## src/rtl/serial_add_ctrl.sv

```systemverilog
// Bit-serial adder controller: one full_adder cell is stepped LSB-first over WIDTH bits,
// with valid/ready handshakes on the operand side and the result side.
module serial_add_ctrl #(
  parameter int WIDTH = 8
) (
  input  logic             CLK,
  input  logic             RESET,
  input  logic             START_VALID,
  output logic             START_READY,
  input  logic [WIDTH-1:0] A,
  input  logic [WIDTH-1:0] B,
  input  logic             C_IN,
  output logic [WIDTH-1:0] SUM,
  output logic             CARRY,
  output logic             DONE_VALID,
  input  logic             DONE_READY
);
  localparam int CNT_W = $clog2(WIDTH + 1);
  localparam logic [CNT_W-1:0] LAST_CNT = CNT_W'(WIDTH - 1);
  localparam logic [CNT_W-1:0] CNT_ONE  = CNT_W'(1);

  typedef enum logic [1:0] {
    IDLE = 2'd0,
    RUN  = 2'd1,
    DONE = 2'd2
  } state_t;

  state_t           state_r;
  state_t           state_next_s;
  logic [WIDTH-1:0] a_sr_r;
  logic [WIDTH-1:0] b_sr_r;
  logic [WIDTH-1:0] psum_r;
  logic [WIDTH-1:0] psum_next_s;
  logic [WIDTH-1:0] sum_r;
  logic             carry_r;
  logic             cout_r;
  logic [CNT_W-1:0] cnt_r;
  logic             fa_sum_s;
  logic             fa_carry_s;
  logic             last_bit_s;

  full_adder u_fa (
    .A     (a_sr_r[0]),
    .B     (b_sr_r[0]),
    .C_IN  (carry_r),
    .SUM   (fa_sum_s),
    .CARRY (fa_carry_s)
  );

  assign last_bit_s  = (cnt_r == LAST_CNT);
  assign START_READY = (state_r == IDLE);
  assign DONE_VALID  = (state_r == DONE);
  assign SUM         = sum_r;
  assign CARRY       = cout_r;

  // State register
  always_ff @(posedge CLK or posedge RESET) begin
    if (RESET) begin
      state_r <= IDLE;
    end else begin
      state_r <= state_next_s;
    end
  end

  // Next-state decode
  always_comb begin
    state_next_s = state_r;
    case (state_r)
      IDLE: begin
        if (START_VALID) begin
          state_next_s = RUN;
        end else begin
          state_next_s = IDLE;
        end
      end
      RUN: begin
        if (last_bit_s) begin
          state_next_s = DONE;
        end else begin
          state_next_s = RUN;
        end
      end
      DONE: begin
        if (DONE_READY) begin
          state_next_s = IDLE;
        end else begin
          state_next_s = DONE;
        end
      end
      default: state_next_s = IDLE;
    endcase
  end

  // Partial sum after this cycle's bit: shift right, new bit enters at the MSB
  always_comb begin
    psum_next_s            = psum_r >> 1;
    psum_next_s[WIDTH-1]   = fa_sum_s;
  end

  // Operand, carry, counter and result registers
  always_ff @(posedge CLK or posedge RESET) begin
    if (RESET) begin
      a_sr_r  <= {WIDTH{1'b0}};
      b_sr_r  <= {WIDTH{1'b0}};
      psum_r  <= {WIDTH{1'b0}};
      sum_r   <= {WIDTH{1'b0}};
      carry_r <= 1'b0;
      cout_r  <= 1'b0;
      cnt_r   <= {CNT_W{1'b0}};
    end else begin
      case (state_r)
        IDLE: begin
          if (START_VALID) begin
            a_sr_r  <= A;
            b_sr_r  <= B;
            carry_r <= C_IN;
            cnt_r   <= {CNT_W{1'b0}};
          end
        end
        RUN: begin
          a_sr_r  <= a_sr_r >> 1;
          b_sr_r  <= b_sr_r >> 1;
          carry_r <= fa_carry_s;
          psum_r  <= psum_next_s;
          cnt_r   <= cnt_r + CNT_ONE;
          // The result must include the bit computed on this final edge
          if (last_bit_s) begin
            sum_r  <= psum_next_s;
            cout_r <= fa_carry_s;
          end
        end
        default: begin
          cnt_r <= cnt_r;
        end
      endcase
    end
  end
endmodule

module full_adder (
  input  logic A,
  input  logic B,
  input  logic C_IN,
  output logic SUM,
  output logic CARRY
);
  assign SUM   = A ^ B ^ C_IN;
  assign CARRY = (A & B) | (C_IN & (A ^ B));
endmodule

```

## config.mk

```make
export PLATFORM = sky130hd
export DESIGN_NAME = serial_add_ctrl
export DESIGN_NICKNAME = d
export VERILOG_FILES = /design/src/rtl/serial_add_ctrl.sv
export SDC_FILE = /design/constraint.sdc
export NUM_CORES = 1
export LEC_CHECK = 0
export CORE_UTILIZATION = 31
export DETAILED_ROUTE_END_ITERATION = 10
export DONT_BUFFER_PORTS = 1
export MAX_ROUTING_LAYER = met4
export PLACE_DENSITY_LB_ADDON = 0.1
export SLEW_MARGIN = 20
export SYNTH_ARGS = -nofsm -noshare
export SYNTH_HDL_FRONTEND = slang
export SYNTH_SLANG_ARGS = --single-unit
```

## constraint.sdc

```tcl
create_clock -name CLK -period 2 [get_ports CLK]
set_input_delay 0.1 -clock CLK [delete_from_list [all_inputs] [get_ports CLK]]
set_output_delay 0.1 -clock CLK [all_outputs]
set_load 0.05 [all_outputs]
```

==> reports/results.txt, run 1 <==
The run finished with clean final reports. The wire-length estimate of the detail-placed layout is 2310 um. The post-route minimum period is 1.61 ns, and the die outline height is 77.4 um. The post-route netlist has 14.0% of its cells at a drive strength greater than 1. Traced cell by cell, the critical path runs through ha_1 > nand2_1 > nor3_4 > mux2_2. Counting the fill cells in the layout gives 561.

The worst-case IR drop observed on VDD is 0.416 mV. Of the post-synthesis cell area, the dominant cell type holds 55.4%. TritonCTS built the clock tree. Clock tree synthesis selected as its root buffer the cell sky130_fd_sc_hd__clkbuf_8. The initial utilization of the core area, before any placement, comes to 32.0%. The number of antenna diodes in the final layout is 0.

The maximum number of buffers from clock root to sink came out at 2. The routed layout has 1216 vias. After synthesis, the mean cell area works out to 10.2 um^2. The cell count after synthesis came out at 173. The clock arrives with 0.00649 ns of skew. The clock transition at the registers of the reported paths came out at 0.07 ns. Dividing the final minimum period by the clock period gives 80.4%. In this run the remaining antenna-violating nets after routing total 0.

The register area share after synthesis was 55.4%. The number of hold violations in the final report was 0. For this design the static power due to leakage is 0.000977 uW.

The worst setup path is captured at a flip-flop. Summed over all layers, the routed wires come to 3520 um. The core region is 5510 um^2.

Synthesis instantiated 21 different standard cells from the library. For this design, the sink count on the clock tree is 39. Ranked by total cell area, the synthesized netlist is headed by sky130_fd_sc_hd__dfrtp_1, sky130_fd_sc_hd__nand2_1, sky130_fd_sc_hd__and3b_1. The most frequent standard cell in the layout excluding fill and tap cells was sky130_fd_sc_hd__nand2_1.

The run gives 40 as the maximum number of pins on one net before global-route repair. The global placement routability congestion was 0.705; the post-synthesis cell area was 1760 um^2. The slew at the pin closest to its max-slew limit was 0.498 ns; the count of standard-cell rows was 27. On the worst path, the slowest cell contributes a delay of 0.41 ns. The logs give 196 for the post-synthesis net count and 13.6% for the global-route total usage across every layer. Buffers placed on the I/O ports in this run total 0. For this run, the detailed router's first-pass iteration total came to 4. For the worst-skew pair, the clock arrives at the later sink with an insertion delay of 0.29 ns.

Leaving out fill and tap cells, the most frequent cells in the layout are sky130_fd_sc_hd__nand2_1, sky130_fd_sc_hd__dfrtp_1, sky130_fd_sc_hd__a21oi_1, sky130_fd_sc_hd__o21ai_0, sky130_fd_sc_hd__and3b_1. The setup total negative slack is 0 ns. The tools report the final number of setup-violating endpoints as 0. The tools report the via count of the first global-routing pass as 1314. The largest fanout on the critical path is 10, and the max-capacitance violation count is 0.

The total power per unit cell area works out to 1600 nW/um^2. The worst setup path is of the reg2reg kind. The detail-routed net length per standard cell is 14.1 um, and the total placed instance area is 1860 um^2. In this run, synthesis produced a sequential element count of 39. The arrival time reported for the critical path endpoint came out at 1.78 ns. For this run, the top clock speed supported by timing is 622 MHz.

Buffers inserted during clock tree synthesis total 5. The run gives 5990 um^2 as the area enclosed by the die boundary. Number of nets at the end of the flow: 200.

The slowest stage of the critical path is the sky130_fd_sc_hd__nor3_4 cell. The number of warnings issued by yosys is 0, and the width of the die is 77.4 um. The dominant cell type by area after synthesis was sky130_fd_sc_hd__dfrtp_1. The total overflow left after global routing is 0.

The finished cells cover 2000 um^2. Measured against its own limit, the worst slew margin works out to 66.7%. The total power came out at 3190 uW.

The path class of the tightest hold or removal check is in2reg. The initial detailed-routing violation count came out at 47. The count of pins over their slew limit came out at 0.

The count of H-tree levels built during CTS is 2, and the growth of design area from synthesis to finish is 13.4%. For this run, design rule violations remaining after detail routing come to 0. The worst setup path is launched from a flip-flop. Setup repair after global routing left no endpoint under its margin.

The first global-routing pass estimated 6130 um of wire. Pin placement for this block handled 32 I/O pins. The via density per instance is 4.86.

For the worst setup path, the data required time is 2.17 ns. Number of antenna violations at the first check in global routing: 0.
layout make-up:
cell class	count	area, um^2	share of cell area [%]
multi-input cells	121	729	36.5
inverters	2	7.51	0.376
repair buffers	8	62.6	3.13
well taps	72	90.1	4.51
flip-flops and latches	39	976	48.8
clock inverters	2	60.1	3.01
clock buffers	6	72.6	3.63
cells by family after synthesis:
kind of cell,synth area share [%]
and+or+nand+nor,20.6
AOI/OAI and AO/OA,12.6
DFF,55.4
buffers and inverters,3.20
muxes,6.39
adders and majority gates,1.85
path summary, 6_finish.rpt:
path,from,end,slack (ns),cells past startpoint
max reg2reg,cnt_r[0],SUM[0],0.39,4
max in group asynchronous,RESET,cnt_r[0],1.29,3
max,cnt_r[0],SUM[0],0.39,4
min reg2reg,psum_r[1],psum_r[1],0.48,2
min,A[7],a_sr_r[7],0.01,2
min in group asynchronous,RESET,SUM[5],0.37,3
per-layer routing:
metal	vias up	wire length (um)	share of wire, %	GRT usage (%)
met3	9	203	5.8	5.29
li1	595	-	-	-
met4	0	74	2.1	5.85
met1	579	1590	45	16.1
met5	-	0	0	-
met2	33	1650	47	20.5
sequential cells by signal, summed over array words and instances (netlist names):
signal   cells
carry_r      1
psum_r       7
CARRY        1
SUM          8
state_r      2
cnt_r        4
b_sr_r       8
a_sr_r       8
worst max-delay path: cells and delay by family, from the launching register on:
kind | cells | cell delay (ns)
adders and majority gates | 1 | 0.19
and+or+nand+nor | 2 | 0.53
DFF | 1 | 0.38
muxes | 1 | 0.39
metrics by stage:
stage                     worst slack (ns)  instances  hold WS, ns  utilization, %
after detailed placement             0.355        241        0.150            33.7
after global placement               0.430        241        0.144            33.7
after global routing                 0.276        250      0.00706            36.3
after floorplan                      0.348        173        0.255               -
final                                0.391        250       0.0119            36.3
after CTS                            0.351        250      0.00412            36.3
cells in the mapped netlist:
library cell / number
sky130_fd_sc_hd__o21bai_1: 1
sky130_fd_sc_hd__buf_6: 1
sky130_fd_sc_hd__nor3_4: 1
sky130_fd_sc_hd__fa_1: 1
sky130_fd_sc_hd__nor2_1: 3
sky130_fd_sc_hd__nor2b_1: 3
sky130_fd_sc_hd__inv_1: 2
sky130_fd_sc_hd__o21ai_0: 18
sky130_fd_sc_hd__dfrtp_1: 39
sky130_fd_sc_hd__ha_1: 1
sky130_fd_sc_hd__nand2_1: 41
sky130_fd_sc_hd__a21oi_1: 18
sky130_fd_sc_hd__mux2_2: 10
sky130_fd_sc_hd__o311ai_0: 1
sky130_fd_sc_hd__a22o_1: 2
sky130_fd_sc_hd__nand3_1: 2
sky130_fd_sc_hd__nand2b_1: 1
sky130_fd_sc_hd__clkbuf_1: 10
sky130_fd_sc_hd__a21o_1: 1
sky130_fd_sc_hd__and2b_1: 2
sky130_fd_sc_hd__and3b_1: 15
where the power goes:
| part | internal, uW | total, uW | switching [uW] |
|---|---|---|---|
| Combinational | 372 | 829 | 457 |
| Clock | 499 | 766 | 268 |
| Sequential | 1100 | 1590 | 494 |
what timing repair did:
item | in CTS | in global routing
setup buffers | 0 | 0
hold buffers | 1 | 0
endpoints found under the setup margin | 0 | 0
resized for setup | 0 | 0
hold endpoints to repair | 39 | 0
Note: power is estimated with default switching activity, not from simulation.
==> inputs of run 2 (changes only) <==
Clock period 2 ns to 1.51 ns, I/O delays scaled along.
==> run 2 against run 1 <==
  * Register-to-register slack lost 0.29 ns
  * Worst setup slack lost 0.29 ns
  * Sequential power grew 9%
  * Core utilization grew 1.9 points
  * Hold slack gained 0.019 ns
  * Via count grew 4.9%
  * First-iteration DRC count shrank 68%
  * Sequential share of layout area shrank 2.5 points
  * Flip-flop and latch count is the same
  * Clock power shrank 13%
  * Combinational power grew 110%
  * Wire length grew 2.2%
==> reports/results.txt, run 2 (synthesized netlist as in run 1, its figures left out) <==
The run finished with clean final reports. Entering global routing, the biggest net connects 40 pins. The number of buffer cells added on primary ports works out to 0. The global-route met2 utilization was 21.5%; the initial core utilization was 32.0%.

For this design the ratio of total power to cell area is 1970 nW/um^2. The first-pass iteration count of the detailed router was 6; the clock transition at the registers of the reported paths was 0.08 ns. After global routing, the most crowded layer is met2. The via density per instance came out at 4.76.

Routability-driven placement finished with a final weighted congestion of 0.669. The worst path uses 93.1% of the clock period. The buffer cell driving the clock tree root was sky130_fd_sc_hd__clkbuf_8. At the worst endpoint, the required time is 1.68 ns. The run gives 0 as the total congestion overflow after global routing. After layout, the design draws a total of 4150 uW.

The total routed wirelength came out at 3590 um. Static leakage: 0.00105 uW. The met1 global-route usage came out at 17.5%. Once placement finished, the instance area stood at 1970 um^2. The die outline height is 77.4 um.

Once layout is complete, the cells apart from fillers number 268. For this design, the sink count on the clock tree is 39. At the pin with the least slew margin, the transition time is 0.499 ns. 0 antenna diodes ended up in the layout. Summed over all nets, the half-perimeter wirelength after detailed placement is 2370 um.

The floorplan has 27 rows. The filler cells instantiated in the layout total 573. The share of post-route cells with drive strength above 1 came out at 20.4%. Setup repair after global routing left no endpoint under its margin. The run gives 0 as the count of pins over their slew limit.

The summed area of non-filler cells in the final layout was 2100 um^2. The largest fanout on the critical path is 10. At the end of the flow, the number of nets in the layout was 218.

The tools report the number of hold violations in the final report as 0. The worst setup path is captured at a flip-flop. The area enclosed by the die boundary is 5990 um^2, and the arrival time reported for the critical path endpoint is 1.58 ns.

The type of the worst min-delay path was in2reg. The core region is 5510 um^2. Measured on the finished design, the core utilization comes to 38.2%. On the final layout, the worst clock skew is 0.00716 ns.

The library cell used most frequently in the layout, excluding fill and tap cells, is sky130_fd_sc_hd__nand2_1. For the max-capacitance violation count, the log shows 0. The remaining antenna violation count is 0, and the insertion delay to the later sink of the worst-skew pair is 0.28 ns. In this run, CTS created clock tree buffers numbering 5. Once placement completed, the tool counted placed cells totaling 254. The library cells used most frequently in the layout, excluding fill and tap cells, are sky130_fd_sc_hd__nand2_1, sky130_fd_sc_hd__dfrtp_1, sky130_fd_sc_hd__buf_4. The via count of the first global-routing pass came out at 1324.

The die is 77.4 um wide. Based on the critical path, the design can be clocked at up to 711 MHz. The maximum number of buffers from clock root to sink is 2.

The run gives 2 as the count of H-tree levels built during CTS. The final number of setup-violating endpoints is 0. The type of the worst setup path was reg2reg. Compared with the post-synthesis result, the final layout area differs by 19.5%.

The logs give 0 for the number of antenna violations at the first check in global routing and 6240 um for the global-route wire length before repair. The logs give 0.697 mV for the maximum VDD drop and 15 for the initial detailed-routing violation count. TritonCTS built the clock tree. The run gives 0 as the DRC violation count after routing. Global routing consumed, on the met3 layer, 3.65% of the routing resources.

The run gives 0 ns as the setup total negative slack. During I/O placement, the number of pins put on the boundary was 32. In this run the tightest slew margin relative to its limit is 66.8%. The tools report the global-route total usage across every layer as 13.9%. The number of vias after detailed routing is 1276.

After layout, the minimum clock period comes to 1.41 ns. The detail-routed net length per standard cell was 13.4 um. The worst setup path is launched from a flip-flop.
-- run 2: changes by cell type in the layout (fill, tap and decap cells not counted), sizes merged --
cell and change:
dlygate4sd3 +3, clkinv +1, bufinv -2, clkbuf +1
buf +15
-- run 2: layer usage --
metal	vias up	wire length [um]
met3	5	151
met5	-	0
met1	613	1720
met2	27	1690
li1	631	-
met4	0	36
-- run 2: path summary, 6_finish.rpt --
path	from	end	slack, ns	depth (start not counted)
setup / recovery	cnt_r[0]	SUM[2]	0.10	5
hold / removal	START_VALID	a_sr_r[7]	0.03	3
setup reg to reg	cnt_r[0]	SUM[2]	0.10	5
hold reg to reg	b_sr_r[4]	b_sr_r[4]	0.48	2
max in group asynchronous	RESET	a_sr_r[1]	0.81	3
min in group asynchronous	RESET	SUM[4]	0.35	3
-- run 2: power by group --
group / total (uW) / switching [uW] / internal, uW
registers: 1730 / 262 / 1460
clock network: 669 / 345 / 324
logic: 1760 / 1050 / 710
total: 4150 / 1660 / 2500
-- run 2: what timing repair did --
| action | in CTS | in global routing |
|---|---|---|
| resized for setup | 0 | 0 |
| pin swaps | 0 | 1 |
| endpoints found under the hold margin | 42 | 0 |
| hold buffers | 4 | 0 |
| endpoints found under the setup margin | 1 | 9 |
| buffers inserted | 1 | 1 |
-- run 2: area by class of cell --
type                    instances  area (um^2)  area share (%)
clock inverters                 1         5.00           0.238
repair buffers                 26          218            10.3
clock buffers                   7         76.3            3.63
flip-flops and latches         39          976            46.4
well taps                      72         90.1            4.28
inverters                       2         7.51           0.357
multi-input cells             121          732            34.8
-- run 2: through the flow --
| step | worst slack [ns] | hold slack, ns |
|---|---|---|
| 2_1_floorplan | 0.0147 | 0.230 |
| 3_3_place_gp | 0.0668 | 0.118 |
| 3_5_place_dp | 0.00722 | 0.120 |
| 4_1_cts | 0.0316 | 0.0239 |
| 5_1_grt | 0.0214 | 0.0774 |
| 6_report | 0.104 | 0.0307 |
-- run 2: critical path: stages, from the launching register on --
cell,delay [ns]
sky130_fd_sc_hd__dfrtp_1,0.36
sky130_fd_sc_hd__ha_1,0.18
sky130_fd_sc_hd__nand2_1,0.10
sky130_fd_sc_hd__nor3_4,0.16
sky130_fd_sc_hd__buf_12,0.16
sky130_fd_sc_hd__mux2_2,0.33
==> inputs of run 3 (changes only) <==
Clock period 1.51 ns to 1.35 ns, I/O delays scaled along.
==> run 3 against run 2 <==
  * The run now ends with design-rule violations, negative setup slack left
  * Core utilization increased by 3.5 points
  * Wire length is 6.6% higher
  * Count of clock-buffer cells in the layout increased by 1
  * Design area rose by 9.0%
  * First-iteration DRC count rose to 5.1 times the previous value
  * Die area stayed put
  * Clock skew shrank 0.0045 ns
  * Total power is 24% higher
  * Critical path depth increased by 1
  * Register-to-register slack got worse by 0.17 ns
  * Critical path type unchanged
  * Largest power group unchanged
  * Highest routed layer unchanged
==> reports/results.txt, run 3 (synthesized netlist as in run 1, its figures left out) <==
The run finished, with violations left. The checks that failed: design-rule violations, negative setup slack. By startpoint and endpoint, the worst setup path is classified as reg2reg.

The logs give 5 for the number of buffers created by CTS and 9 for the final number of setup-violating endpoints. The required time at the worst-slack endpoint was 1.52 ns; the count of standard-cell rows was 27. The slowest cell on the critical path is sky130_fd_sc_hd__dfrtp_1. Width of the die: 77.4 um. The DRC violation count after routing was 2; the sink count of the clock tree was 39. The number of primary I/O pins is 32.

The longest clock path from root to sink contains 2 buffers. In this run, the number of DRC markers left after iteration 0 of detailed routing was 76. After filler insertion, the fill cell instance count of the layout stands at 540. TritonCTS built the clock tree. Initial core utilization: 32.0%. Across the run, the number of max-cap violations was 0. The run gives 5510 um^2 as the placeable core region. Most frequent standard cell in the layout excluding fill and tap cells: sky130_fd_sc_hd__nand2_1. Wires add up to 3830 um. The logs give 0 for the remaining antenna violation count and 0 for the number of hold violations in the final report. The area enclosed by the die boundary is 5990 um^2. The tools report the maximum VDD drop as 0.661 mV. The static leakage was 0.00113 uW; the clock transition at the registers of the reported paths was 0.07 ns.

Leaving out fill and tap cells, the most frequent cells in the layout are sky130_fd_sc_hd__nand2_1, sky130_fd_sc_hd__dfrtp_1, sky130_fd_sc_hd__buf_4. The part of the cycle the worst path needs is 105%. Arrival time reported for the critical path endpoint: 1.59 ns. In the final design database the tool counted 223 nets. The first-pass iteration count of the detailed router is 7, and the largest fanout on the critical path is 5.

The slew at the pin closest to its max-slew limit came out at 0.509 ns. Between clock sinks in the finished design, the worst skew comes to 0.00268 ns. 0 antenna diodes ended up in the layout. For the final instance count without filler cells, the log shows 273. In the final routed layout, each cell accounts on average for 14.0 um. The count of buffering cells on the critical path with inverters included is 2, and the post-route minimum period is 1.42 ns.

The via count of the first global-routing pass was 1344; the global placement routability congestion was 0.733. Startpoint type of the worst setup path: a flip-flop. The count of H-tree levels built during CTS was 2; the die outline height was 77.4 um. The category of cells accounting for the largest share of critical-path delay is flip-flops. The smallest hold slack is 0.0285 ns, and the number of buffer cells added on primary ports is 0. Setup repair after global routing could not meet its margin everywhere.

The type of element capturing the critical path is a flip-flop. The number of antenna violations at the first check in global routing came out at 0. In this run the power density over the cells is 2240 nW/um^2. The count of pins over their slew limit was 0. The buffer cell driving the clock tree root was sky130_fd_sc_hd__clkbuf_8. The HPWL after detailed placement is 2360 um, and the post-placement worst setup slack is -0.103 ns. Growth of design area from synthesis to finish: 30.3%. Based on the critical path, the design can be clocked at up to 705 MHz.

The logs give 14.7% for the global-route total usage across every layer and 0.28 ns for the insertion delay to the later sink of the worst-skew pair. The min-delay analysis places its worst path in the category in2reg. The signal on the critical path passes through ha_4 > nand2_4 > nor3_4 > buf_6 > buf_12 > mux2_4. Delay of the slowest cell on the worst path: 0.40 ns.

Summing over every cut layer, the via total after detailed routing is 1293. The total congestion overflow after global routing is 0. Power comes to 5150 uW. After detailed routing, the number of vias per cell comes to 4.74. The post-route core utilization is 41.7%, and the share of post-route cells with drive strength above 1 is 25.9%.

The first global-routing pass estimated 6640 um of wire. Once placement completed, the tool counted placed cells totaling 256. Entering global routing, the biggest net connects 40 pins.

The worst pin sits at a relative slew slack of 66.1%. For the minimum setup slack in the final design, the log shows -0.0692 ns.
-- run 3: layout make-up --
| class | count | area [um^2] | share of cell area, % |
|---|---|---|---|
| Timing Repair Buffer | 31 | 308 | 13.4 |
| Clock buffer | 8 | 100 | 4.36 |
| Multi-Input combinational cell | 121 | 812 | 35.4 |
| Sequential cell | 39 | 977 | 42.6 |
| Tap cell | 72 | 90.1 | 3.93 |
| Inverter | 2 | 7.51 | 0.327 |
-- run 3: final timing paths --
path | from | end | slack, ns | cells after the start
worst max-delay path | cnt_r[1] | SUM[0] | -0.07 | 6
worst min-delay path | START_VALID | a_sr_r[7] | 0.03 | 3
worst max register to register | cnt_r[1] | SUM[0] | -0.07 | 6
worst min register to register | a_sr_r[4] | a_sr_r[4] | 0.48 | 2
max in group asynchronous | RESET | state_r[0] | 0.61 | 3
min in group asynchronous | RESET | psum_r[5] | 0.36 | 3
-- run 3: layer usage --
layer | track usage (%) | up-vias | part of all wire (%)
met5 | - | - | 0
met4 | 3.96 | 0 | 0.39
met3 | 4.24 | 2 | 4.4
met2 | 24.2 | 34 | 50
met1 | 17.6 | 619 | 45
li1 | - | 638 | -
-- run 3: through the flow --
step	setup TNS, ns	instance area, um^2
2_1_floorplan	-1.13	1770
3_3_place_gp	-0.445	2010
3_5_place_dp	-0.831	2010
4_1_cts	-0.498	2250
5_1_grt	-1.22	2290
6_report	-0.575	2290
-- run 3: report_power, final --
part | switching (uW) | internal (uW) | total [uW]
Clock | 385 | 466 | 851
Sequential | 322 | 1640 | 1960
Combinational | 1260 | 1080 | 2330
-- run 3: worst register-to-register path, delay by kind of cell (launching register included) --
family / cells / cell delay, ns
adder cells (fa/ha/maj): 1 / 0.17
buffers and inverters: 2 / 0.27
flip-flops: 1 / 0.40
multiplexers: 1 / 0.30
AND/OR/NAND/NOR: 2 / 0.17
-- run 3: timing repair --
item / 4_1_cts / 5_1_grt
pin swaps: 3 / 0
buffers inserted: 3 / 1
endpoints found under the hold margin: 42 / 0
endpoints found under the setup margin: 9 / 19
cloned: 1 / 0
hold buffers: 4 / 0
gates resized for setup: 15 / 6
